File: config.mk
export PLATFORM = sky130hd
export DESIGN_NAME = decode_stage
export DESIGN_NICKNAME = d
export VERILOG_FILES = /design/src/rtl/decode_stage.sv
export SDC_FILE = /design/constraint.sdc
export NUM_CORES = 1
export LEC_CHECK = 0
export BUFFER_PORTS_ARGS = -buffer_cell sky130_fd_sc_hd__clkbuf_2
export CORE_AREA = 2 2 152 154
export CTS_CLUSTER_SIZE = 12
export DETAILED_ROUTE_END_ITERATION = 7
export DIE_AREA = 0 0 154 156
export PLACE_DENSITY = 0.82
export RECOVER_POWER = 25
export SYNTH_ARGS = -nofsm -noshare
export SYNTH_HDL_FRONTEND = slang
export SYNTH_SLANG_ARGS = --single-unit
File: constraint.sdc
create_clock -name clk -period 8.7 [get_ports clk]
set_input_delay 0.87 -clock clk [delete_from_list [all_inputs] [get_ports clk]]
set_output_delay 0.87 -clock clk [all_outputs]
set_load 0.005 [all_outputs]
File: src/rtl/decode_stage.sv
// RISC-V decode stage: combinational decode of the incoming word into a
// two-entry (main + skid) registered buffer with valid/ready handshakes.
package decode_stage_pkg;
  typedef struct packed {
    logic [4:0] rd;
    logic [4:0] rs1;
    logic [4:0] rs2;
    logic [4:0] alu;
    logic [2:0] load_flag;
    logic [1:0] store_flag;
    logic       reg_write;
    logic       mem_write;
    logic       mem_read;
    logic       branch;
    logic       jump;
    logic       rs2_en;
    logic       word_op;
    logic       illegal;
  } ctrl_t;
endpackage

module decode_stage
  import decode_stage_pkg::*;
#(
  parameter int unsigned XLEN = 64,
  parameter int unsigned RV64 = 1
) (
  input  logic            clk,
  input  logic            rst,
  input  logic            in_valid,
  output logic            in_ready,
  input  logic [31:0]     in_inst,
  input  logic [XLEN-1:0] in_pc,
  input  logic            flush,
  output logic            out_valid,
  input  logic            out_ready,
  output logic [XLEN-1:0] out_pc,
  output logic [XLEN-1:0] imm,
  output logic [4:0]      Rd_addr,
  output logic [4:0]      Rs1_addr,
  output logic [4:0]      Rs2_addr,
  output logic [4:0]      Alu_opr,
  output logic [2:0]      load_flag,
  output logic [1:0]      store_flag,
  output logic            reg_write_en,
  output logic            mem_write_en,
  output logic            mem_read_en,
  output logic            branch_en,
  output logic            jump_en,
  output logic            Rs2_en,
  output logic            word_op,
  output logic            illegal
);

  localparam bit IS64  = (XLEN == 64);
  localparam bit HAS64 = (RV64 != 0);

  localparam logic [1:0] S_EMPTY = 2'd0;
  localparam logic [1:0] S_ONE   = 2'd1;
  localparam logic [1:0] S_TWO   = 2'd2;

  localparam logic [6:0] OPC_LUI    = 7'b0110111;
  localparam logic [6:0] OPC_AUIPC  = 7'b0010111;
  localparam logic [6:0] OPC_JAL    = 7'b1101111;
  localparam logic [6:0] OPC_JALR   = 7'b1100111;
  localparam logic [6:0] OPC_BRANCH = 7'b1100011;
  localparam logic [6:0] OPC_LOAD   = 7'b0000011;
  localparam logic [6:0] OPC_STORE  = 7'b0100011;
  localparam logic [6:0] OPC_OPIMM  = 7'b0010011;
  localparam logic [6:0] OPC_OP     = 7'b0110011;
  localparam logic [6:0] OPC_OPIMM32 = 7'b0011011;
  localparam logic [6:0] OPC_OP32   = 7'b0111011;

  localparam logic [4:0] ALU_ADD = 5'd0,  ALU_SUB = 5'd1,  ALU_SLL = 5'd2,  ALU_XOR = 5'd3;
  localparam logic [4:0] ALU_SRL = 5'd4,  ALU_SRA = 5'd5,  ALU_OR = 5'd6,   ALU_AND = 5'd7;
  localparam logic [4:0] ALU_SLT = 5'd8,  ALU_SLTU = 5'd9, ALU_BEQ = 5'd10, ALU_BNE = 5'd11;
  localparam logic [4:0] ALU_BLT = 5'd12, ALU_BGE = 5'd13, ALU_BLTU = 5'd14, ALU_BGEU = 5'd15;
  localparam logic [4:0] ALU_JAL = 5'd16, ALU_JALR = 5'd17, ALU_LUI = 5'd18, ALU_AUIPC = 5'd19;
  localparam logic [4:0] ALU_NOP = 5'd31;

  function automatic logic [XLEN-1:0] sext32(input logic [31:0] v);
    return XLEN'($signed(v));
  endfunction

  function automatic logic [4:0] alu_base(input logic [2:0] f3);
    case (f3)
      3'b000:  return ALU_ADD;
      3'b001:  return ALU_SLL;
      3'b010:  return ALU_SLT;
      3'b011:  return ALU_SLTU;
      3'b100:  return ALU_XOR;
      3'b101:  return ALU_SRL;
      3'b110:  return ALU_OR;
      default: return ALU_AND;
    endcase
  endfunction

  logic [1:0]      state_q, state_d;
  logic            accept, pop;
  logic            main_from_in, main_from_skid, skid_from_in;
  ctrl_t           dec, main_ctrl, skid_ctrl;
  logic [XLEN-1:0] dec_imm, main_imm, skid_imm, main_pc, skid_pc;
  logic            ok, wr;

  logic [6:0] opc;
  logic [2:0] f3;
  logic [6:0] f7;
  logic [31:0] imm_i, imm_s, imm_b, imm_u, imm_j;
  logic        sll_ok, srx_ok, w_srx_ok;

  assign opc   = in_inst[6:0];
  assign f3    = in_inst[14:12];
  assign f7    = in_inst[31:25];
  assign imm_i = {{20{in_inst[31]}}, in_inst[31:20]};
  assign imm_s = {{20{in_inst[31]}}, in_inst[31:25], in_inst[11:7]};
  assign imm_b = {{20{in_inst[31]}}, in_inst[7], in_inst[30:25], in_inst[11:8], 1'b0};
  assign imm_u = {in_inst[31:12], 12'b0};
  assign imm_j = {{12{in_inst[31]}}, in_inst[19:12], in_inst[20], in_inst[30:21], 1'b0};

  // Shift-immediate upper bits: shamt[5] only exists on a 64-bit datapath
  assign sll_ok   = IS64 ? (in_inst[31:26] == 6'b0) : (f7 == 7'b0);
  assign srx_ok   = IS64 ? ({in_inst[31], in_inst[29:26]} == 5'b0)
                         : ({in_inst[31], in_inst[29:25]} == 6'b0);
  assign w_srx_ok = ({in_inst[31], in_inst[29:25]} == 6'b0);

  // Instruction decode
  always_comb begin
    dec     = '0;
    dec_imm = '0;
    ok      = 1'b0;
    wr      = 1'b0;
    case (opc)
      OPC_LUI, OPC_AUIPC: begin
        ok      = 1'b1;
        wr      = 1'b1;
        dec.rd  = in_inst[11:7];
        dec.alu = (opc == OPC_LUI) ? ALU_LUI : ALU_AUIPC;
        dec_imm = sext32(imm_u);
      end
      OPC_JAL: begin
        ok       = 1'b1;
        wr       = 1'b1;
        dec.jump = 1'b1;
        dec.rd   = in_inst[11:7];
        dec.alu  = ALU_JAL;
        dec_imm  = sext32(imm_j);
      end
      OPC_JALR: begin
        ok       = (f3 == 3'b000);
        wr       = 1'b1;
        dec.jump = 1'b1;
        dec.rd   = in_inst[11:7];
        dec.rs1  = in_inst[19:15];
        dec.alu  = ALU_JALR;
        dec_imm  = sext32(imm_i);
      end
      OPC_BRANCH: begin
        ok         = (f3[2:1] != 2'b01);
        dec.branch = 1'b1;
        dec.rs2_en = 1'b1;
        dec.rs1    = in_inst[19:15];
        dec.rs2    = in_inst[24:20];
        dec_imm    = sext32(imm_b);
        case (f3)
          3'b000:  dec.alu = ALU_BEQ;
          3'b001:  dec.alu = ALU_BNE;
          3'b100:  dec.alu = ALU_BLT;
          3'b101:  dec.alu = ALU_BGE;
          3'b110:  dec.alu = ALU_BLTU;
          default: dec.alu = ALU_BGEU;
        endcase
      end
      OPC_LOAD: begin
        wr           = 1'b1;
        dec.mem_read = 1'b1;
        dec.rd       = in_inst[11:7];
        dec.rs1      = in_inst[19:15];
        dec.alu      = ALU_ADD;
        dec_imm      = sext32(imm_i);
        case (f3)
          3'b000:  begin ok = 1'b1;  dec.load_flag = 3'd0; end
          3'b001:  begin ok = 1'b1;  dec.load_flag = 3'd1; end
          3'b010:  begin ok = 1'b1;  dec.load_flag = 3'd2; end
          3'b100:  begin ok = 1'b1;  dec.load_flag = 3'd3; end
          3'b101:  begin ok = 1'b1;  dec.load_flag = 3'd4; end
          3'b011:  begin ok = HAS64; dec.load_flag = 3'd5; end
          3'b110:  begin ok = HAS64; dec.load_flag = 3'd6; end
          default: ok = 1'b0;
        endcase
      end
      OPC_STORE: begin
        ok             = !f3[2] && (f3 != 3'b011 || HAS64);
        dec.mem_write  = 1'b1;
        dec.rs2_en     = 1'b1;
        dec.rs1        = in_inst[19:15];
        dec.rs2        = in_inst[24:20];
        dec.alu        = ALU_ADD;
        dec.store_flag = f3[1:0];
        dec_imm        = sext32(imm_s);
      end
      OPC_OPIMM, OPC_OPIMM32: begin
        wr          = 1'b1;
        dec.word_op = (opc == OPC_OPIMM32);
        dec.rd      = in_inst[11:7];
        dec.rs1     = in_inst[19:15];
        dec_imm     = sext32(imm_i);
        case (f3)
          3'b001:  begin ok = dec.word_op ? (f7 == 7'b0) : sll_ok; dec.alu = ALU_SLL; end
          3'b101:  begin
            ok      = dec.word_op ? w_srx_ok : srx_ok;
            dec.alu = in_inst[30] ? ALU_SRA : ALU_SRL;
          end
          default: begin ok = !dec.word_op || f3 == 3'b000; dec.alu = alu_base(f3); end
        endcase
        if (dec.word_op && !HAS64) ok = 1'b0;
      end
      OPC_OP, OPC_OP32: begin
        wr          = 1'b1;
        dec.word_op = (opc == OPC_OP32);
        dec.rs2_en  = 1'b1;
        dec.rd      = in_inst[11:7];
        dec.rs1     = in_inst[19:15];
        dec.rs2     = in_inst[24:20];
        if (f7 == 7'b0000000) begin
          ok      = !dec.word_op || f3 == 3'b000 || f3 == 3'b001 || f3 == 3'b101;
          dec.alu = alu_base(f3);
        end else if (f7 == 7'b0100000 && (f3 == 3'b000 || f3 == 3'b101)) begin
          ok      = 1'b1;
          dec.alu = (f3 == 3'b000) ? ALU_SUB : ALU_SRA;
        end
        if (dec.word_op && !HAS64) ok = 1'b0;
      end
      default: ok = 1'b0;
    endcase
    dec.reg_write = wr && (dec.rd != 5'd0);
    if (!ok) begin
      dec         = '0;
      dec.alu     = ALU_NOP;
      dec.illegal = 1'b1;
      dec_imm     = '0;
    end
  end

  assign accept = in_valid && in_ready;
  assign pop    = out_valid && out_ready;

  // Occupancy state register
  always_ff @(posedge clk or posedge rst) begin
    if (rst) state_q <= S_EMPTY;
    else     state_q <= state_d;
  end

  // Next occupancy and buffer load selects
  always_comb begin
    state_d        = state_q;
    main_from_in   = 1'b0;
    main_from_skid = 1'b0;
    skid_from_in   = 1'b0;
    case (state_q)
      S_EMPTY: if (accept) begin state_d = S_ONE; main_from_in = 1'b1; end
      S_ONE: begin
        if (accept && pop) main_from_in = 1'b1;
        else if (accept) begin state_d = S_TWO; skid_from_in = 1'b1; end
        else if (pop) state_d = S_EMPTY;
      end
      S_TWO:   if (pop) begin state_d = S_ONE; main_from_skid = 1'b1; end
      default: state_d = S_EMPTY;
    endcase
    if (flush) state_d = S_EMPTY;
  end

  // Handshake flops and entry storage
  always_ff @(posedge clk or posedge rst) begin
    if (rst) begin
      in_ready  <= 1'b1;
      out_valid <= 1'b0;
      main_ctrl <= '0;
      main_imm  <= '0;
      main_pc   <= '0;
      skid_ctrl <= '0;
      skid_imm  <= '0;
      skid_pc   <= '0;
    end else begin
      in_ready  <= (state_d != S_TWO);
      out_valid <= (state_d != S_EMPTY);
      if (main_from_in) begin
        main_ctrl <= dec;
        main_imm  <= dec_imm;
        main_pc   <= in_pc;
      end else if (main_from_skid) begin
        main_ctrl <= skid_ctrl;
        main_imm  <= skid_imm;
        main_pc   <= skid_pc;
      end
      if (skid_from_in) begin
        skid_ctrl <= dec;
        skid_imm  <= dec_imm;
        skid_pc   <= in_pc;
      end
    end
  end

  assign out_pc       = main_pc;
  assign imm          = main_imm;
  assign Rd_addr      = main_ctrl.rd;
  assign Rs1_addr     = main_ctrl.rs1;
  assign Rs2_addr     = main_ctrl.rs2;
  assign Alu_opr      = main_ctrl.alu;
  assign load_flag    = main_ctrl.load_flag;
  assign store_flag   = main_ctrl.store_flag;
  assign reg_write_en = main_ctrl.reg_write;
  assign mem_write_en = main_ctrl.mem_write;
  assign mem_read_en  = main_ctrl.mem_read;
  assign branch_en    = main_ctrl.branch;
  assign jump_en      = main_ctrl.jump;
  assign Rs2_en       = main_ctrl.rs2_en;
  assign word_op      = main_ctrl.word_op;
  assign illegal      = main_ctrl.illegal;

endmodule

==> metrics.csv <==
stage,metric,value,unit
sta,RSZ-0062 raised after global routing,no,
sta,final hold viol count,0,
sta,period utilisation layout,48.1,%
yosys,dominant cells by area after synthesis,"dfrtp_1, nand2_1, a31oi_1, nor2_1, mux2i_1",
sta,relative slew slack,-85.1,%
setup_path,Critical Path End Type,flip-flop,
pwr,VDD IR max,0.000144,V
clock_network,Sink Count,262,
floorplan,Initial Utilization,54.1,%
final_layout,area delta synth->final,16.5,%
placed_design,dpl cells,1771,
yosys,gate count of the mapped netlist,1345,
yosys,register bit count reported by yosys,262,
floorplan,Die Y-Extent,156,um
detailed_routing,mean routed wirelength per cell,17.9,um
setup_path,WP data required,9.13,ns
yosys,Synth top area share,54.0,%
floorplan,io pins,264,
setup_path,crit-path max FO,78,
placed_design,DP HPWL,20.9,mm
sta,Clock Skew,0.00920,ns
pwr,leak pwr,7.06,nW
clock_network,Clock Latency Late Sink,0.54,ns
yosys,Syn Area/Cell,8.99,um^2
yosys,Post-synth EDFFs,0,
detailed_routing,Remaining DRCs,0,
yosys,Synth Flop Type,dfrtp_1,
setup_path,crit path launch type,input port,
run_status,violated checks,"max-capacitance violations, max-slew violations",
sta,hold slack,0.470,ns
global_route,GR Util All Layers,27.0,%
final_layout,ratio of cells with drive above 1 in the final layout,21.1,%
placed_design,Port-buffer cells,263,
hold_path,Hold Path Class,flip-flop to flip-flop,
global_route,GRT overflow,0,
setup_path,Crit Path Category,input port to flip-flop,
placed_design,pre-CTS setup slack,5.22,ns
sta,Peak Freq,0.239,GHz
clock_network,clock root cell,clkbuf_16,
clock_network,TritonCTS clock tree,done,
pwr,Design Power,3.42,mW
yosys,yosys warns,0,
final_layout,fillers,1836,
floorplan,floorplan row count,55,
clock_network,CTS buffer count,28,
sta,Max Slew Vio Count,77,
global_route,initial antenna violation count,1,
final_layout,Finished Layout Cells,1818,
clock_network,CTS H-tree depth,1,
floorplan,Die W,154,um
pwr,total power density per cell area,243,nW/um^2
yosys,synth unique cells,63,
global_route,largest net degree at the start of global routing,130,
clock_network,cts repair resizes,0,
clock_network,Post-CTS Hold Buffers,0,
global_route,first-pass GRT wire length,53.0,mm
clock_network,clk buf depth,3,
yosys,post-synth net total,1446,
sta,final setup fails,0,
detailed_routing,drt total wl,32.6,mm
run,max_cap viols,1,
detailed_routing,Detailed Route Iter0 Violations,1003,
final_layout,"Net count, final",1617,
yosys,post-synth top area cell,dfrtp_1,
setup_path,Worst EP arrival,4.61,ns
detailed_routing,via/cell ratio,5.79,
placed_design,RePlAce Congestion,0.941,
clock_network,"Reg clk slew, reported paths",0.06,ns
sta,setup TNS,0,ns
yosys,Async SR Flop Fraction,100,%
detailed_routing,Post-DRT Antenna Nets,0,
sta,Final Worst Setup Slack,4.52,ns
yosys,"Cell Area, Synth",12100,um^2
detailed_routing,total vias in the final route,10500,
yosys,sequential share of the synthesized area,54.2,%
global_route,number of global-route vias before repair,10000,
floorplan,die area,24000,um^2
detailed_routing,first-pass detailed-route iteration total,6,
floorplan,core area,22400,um^2
sta,fin crit period,4.18,ns
sta,pin slew with the least headroom to its limit,2.78,ns
clock_network,"Setup Fix Bufs, Post-CTS",0,
run_status,status,"finished, violations left",
==> Yosys cell counts (all sizes together) (2+ instances only) <==
library cell / number
o41ai: 4
nor3: 11
nor3b: 2
and3: 6
nor4: 4
o2111ai: 3
clkbuf: 77
o22ai: 26
a211oi: 3
nand3: 28
o21a: 2
nand3b: 2
and2: 4
a31oi: 73
nand2: 457
mux2: 4
dfrtp: 261
a31o: 8
inv: 7
a21boi: 2
buf: 58
o31ai: 33
a22oi: 23
a21o: 11
or4: 3
or3: 2
nor2: 82
a32o: 9
o21ai: 39
nand2b: 6
nor2b: 8
and3b: 2
a21oi: 35
a41oi: 3
mux2i: 30
==> layer usage <==
layer,global-route usage (%),wire (um),up-vias
met1,38.0,13600,5075
li1,-,-,4897
met5,0,0,-
met4,9.70,1010,0
met2,42.3,15100,483
met3,5.06,2820,79
==> final timing paths <==
path | start | endpoint | slack (ns) | depth (start not counted)
worst min-delay path | skid_ctrl[12]$_DFFE_PP0P_ | skid_ctrl[12]$_DFFE_PP0P_ | 0.47 | 2
worst max register to register | out_valid$_DFF_PP0_ | skid_ctrl[7]$_DFFE_PP0P_ | 4.54 | 5
worst max-delay path | out_ready | skid_ctrl[7]$_DFFE_PP0P_ | 4.52 | 6
worst min register to register | skid_ctrl[12]$_DFFE_PP0P_ | skid_ctrl[12]$_DFFE_PP0P_ | 0.47 | 2
min in group asynchronous | rst | out_pc[26]$_DFFE_PP0P_ | 0.55 | 2
max in group asynchronous | rst | imm[25]$_DFFE_PP0P_ | 5.88 | 4
==> logic make-up after synthesis <==
kind of cell    synth area share [%]
simple gates                    21.0
compound gates                  15.9
flops                           54.2
buf+inv                         5.90
mux                             2.85
xor+xnor                       0.145
==> cell usage in the layout (no fill, tap or decap), drive strengths merged, types with 3 or more instances in the layout <==
cell type	netlist	final
or4	3	3
dfrtp	261	261
nor3	11	11
mux2	4	4
mux2i	30	30
o22ai	26	26
nor2b	8	8
o31ai	33	33
nor2	82	82
a21oi	35	35
and3	6	6
clkinv	0	3
a41oi	3	3
and2	4	4
a211oi	3	3
a31oi	73	73
nor4	4	4
o41ai	4	4
clkbuf	77	303
o2111ai	3	3
nand3	28	28
a22oi	23	23
inv	7	8
nand2	457	457
a32o	9	9
a31o	8	8
buf	58	14
nand2b	6	6
o21ai	39	39
a21o	11	11
==> cell type report <==
| class | instances | area, um^2 | share of cell area, % |
|---|---|---|---|
| antenna | 1 | 2.50 | 0.0177 |
| clock buffer | 41 | 831 | 5.89 |
| clock inverter | 5 | 53.8 | 0.382 |
| inverter | 7 | 33.8 | 0.240 |
| multi-input combinational | 941 | 4870 | 34.5 |
| sequential | 262 | 6560 | 46.5 |
| tap | 285 | 357 | 2.53 |
| timing repair buffer | 276 | 1400 | 9.91 |
==> critical path, stage by stage <==
cell,delay [ns]
clkbuf_2,0.13
a21bo_1,0.22
or3_1,2.05
buf_4,0.88
nor2_1,0.11
a32o_1,0.28
==> state kept, by name, summed over array words and instances, names as in the netlist, 2 cells and up <==
register    cells
imm            32
Rs2_addr        5
Rs1_addr        5
store_flag      2
skid_pc        64
load_flag       3
out_pc         64
skid_ctrl      33
skid_imm       32
Rd_addr         5
Alu_opr         5
state_q         2
==> stage by stage <==
step | util, % | cell area (um^2)
floorplan | - | 12100
global placement | 59.2 | 13200
detailed placement | 59.2 | 13200
CTS | 63.1 | 14100
global route | 63.0 | 14100
finish | 63.0 | 14100
==> power by group <==
group	switching, mW	internal [mW]	leakage (nW)
Combinational	0.389	0.242	3.32
Clock	0.479	0.684	0.438
Sequential	0.148	1.48	3.30
(Power assumes the default switching activity.)
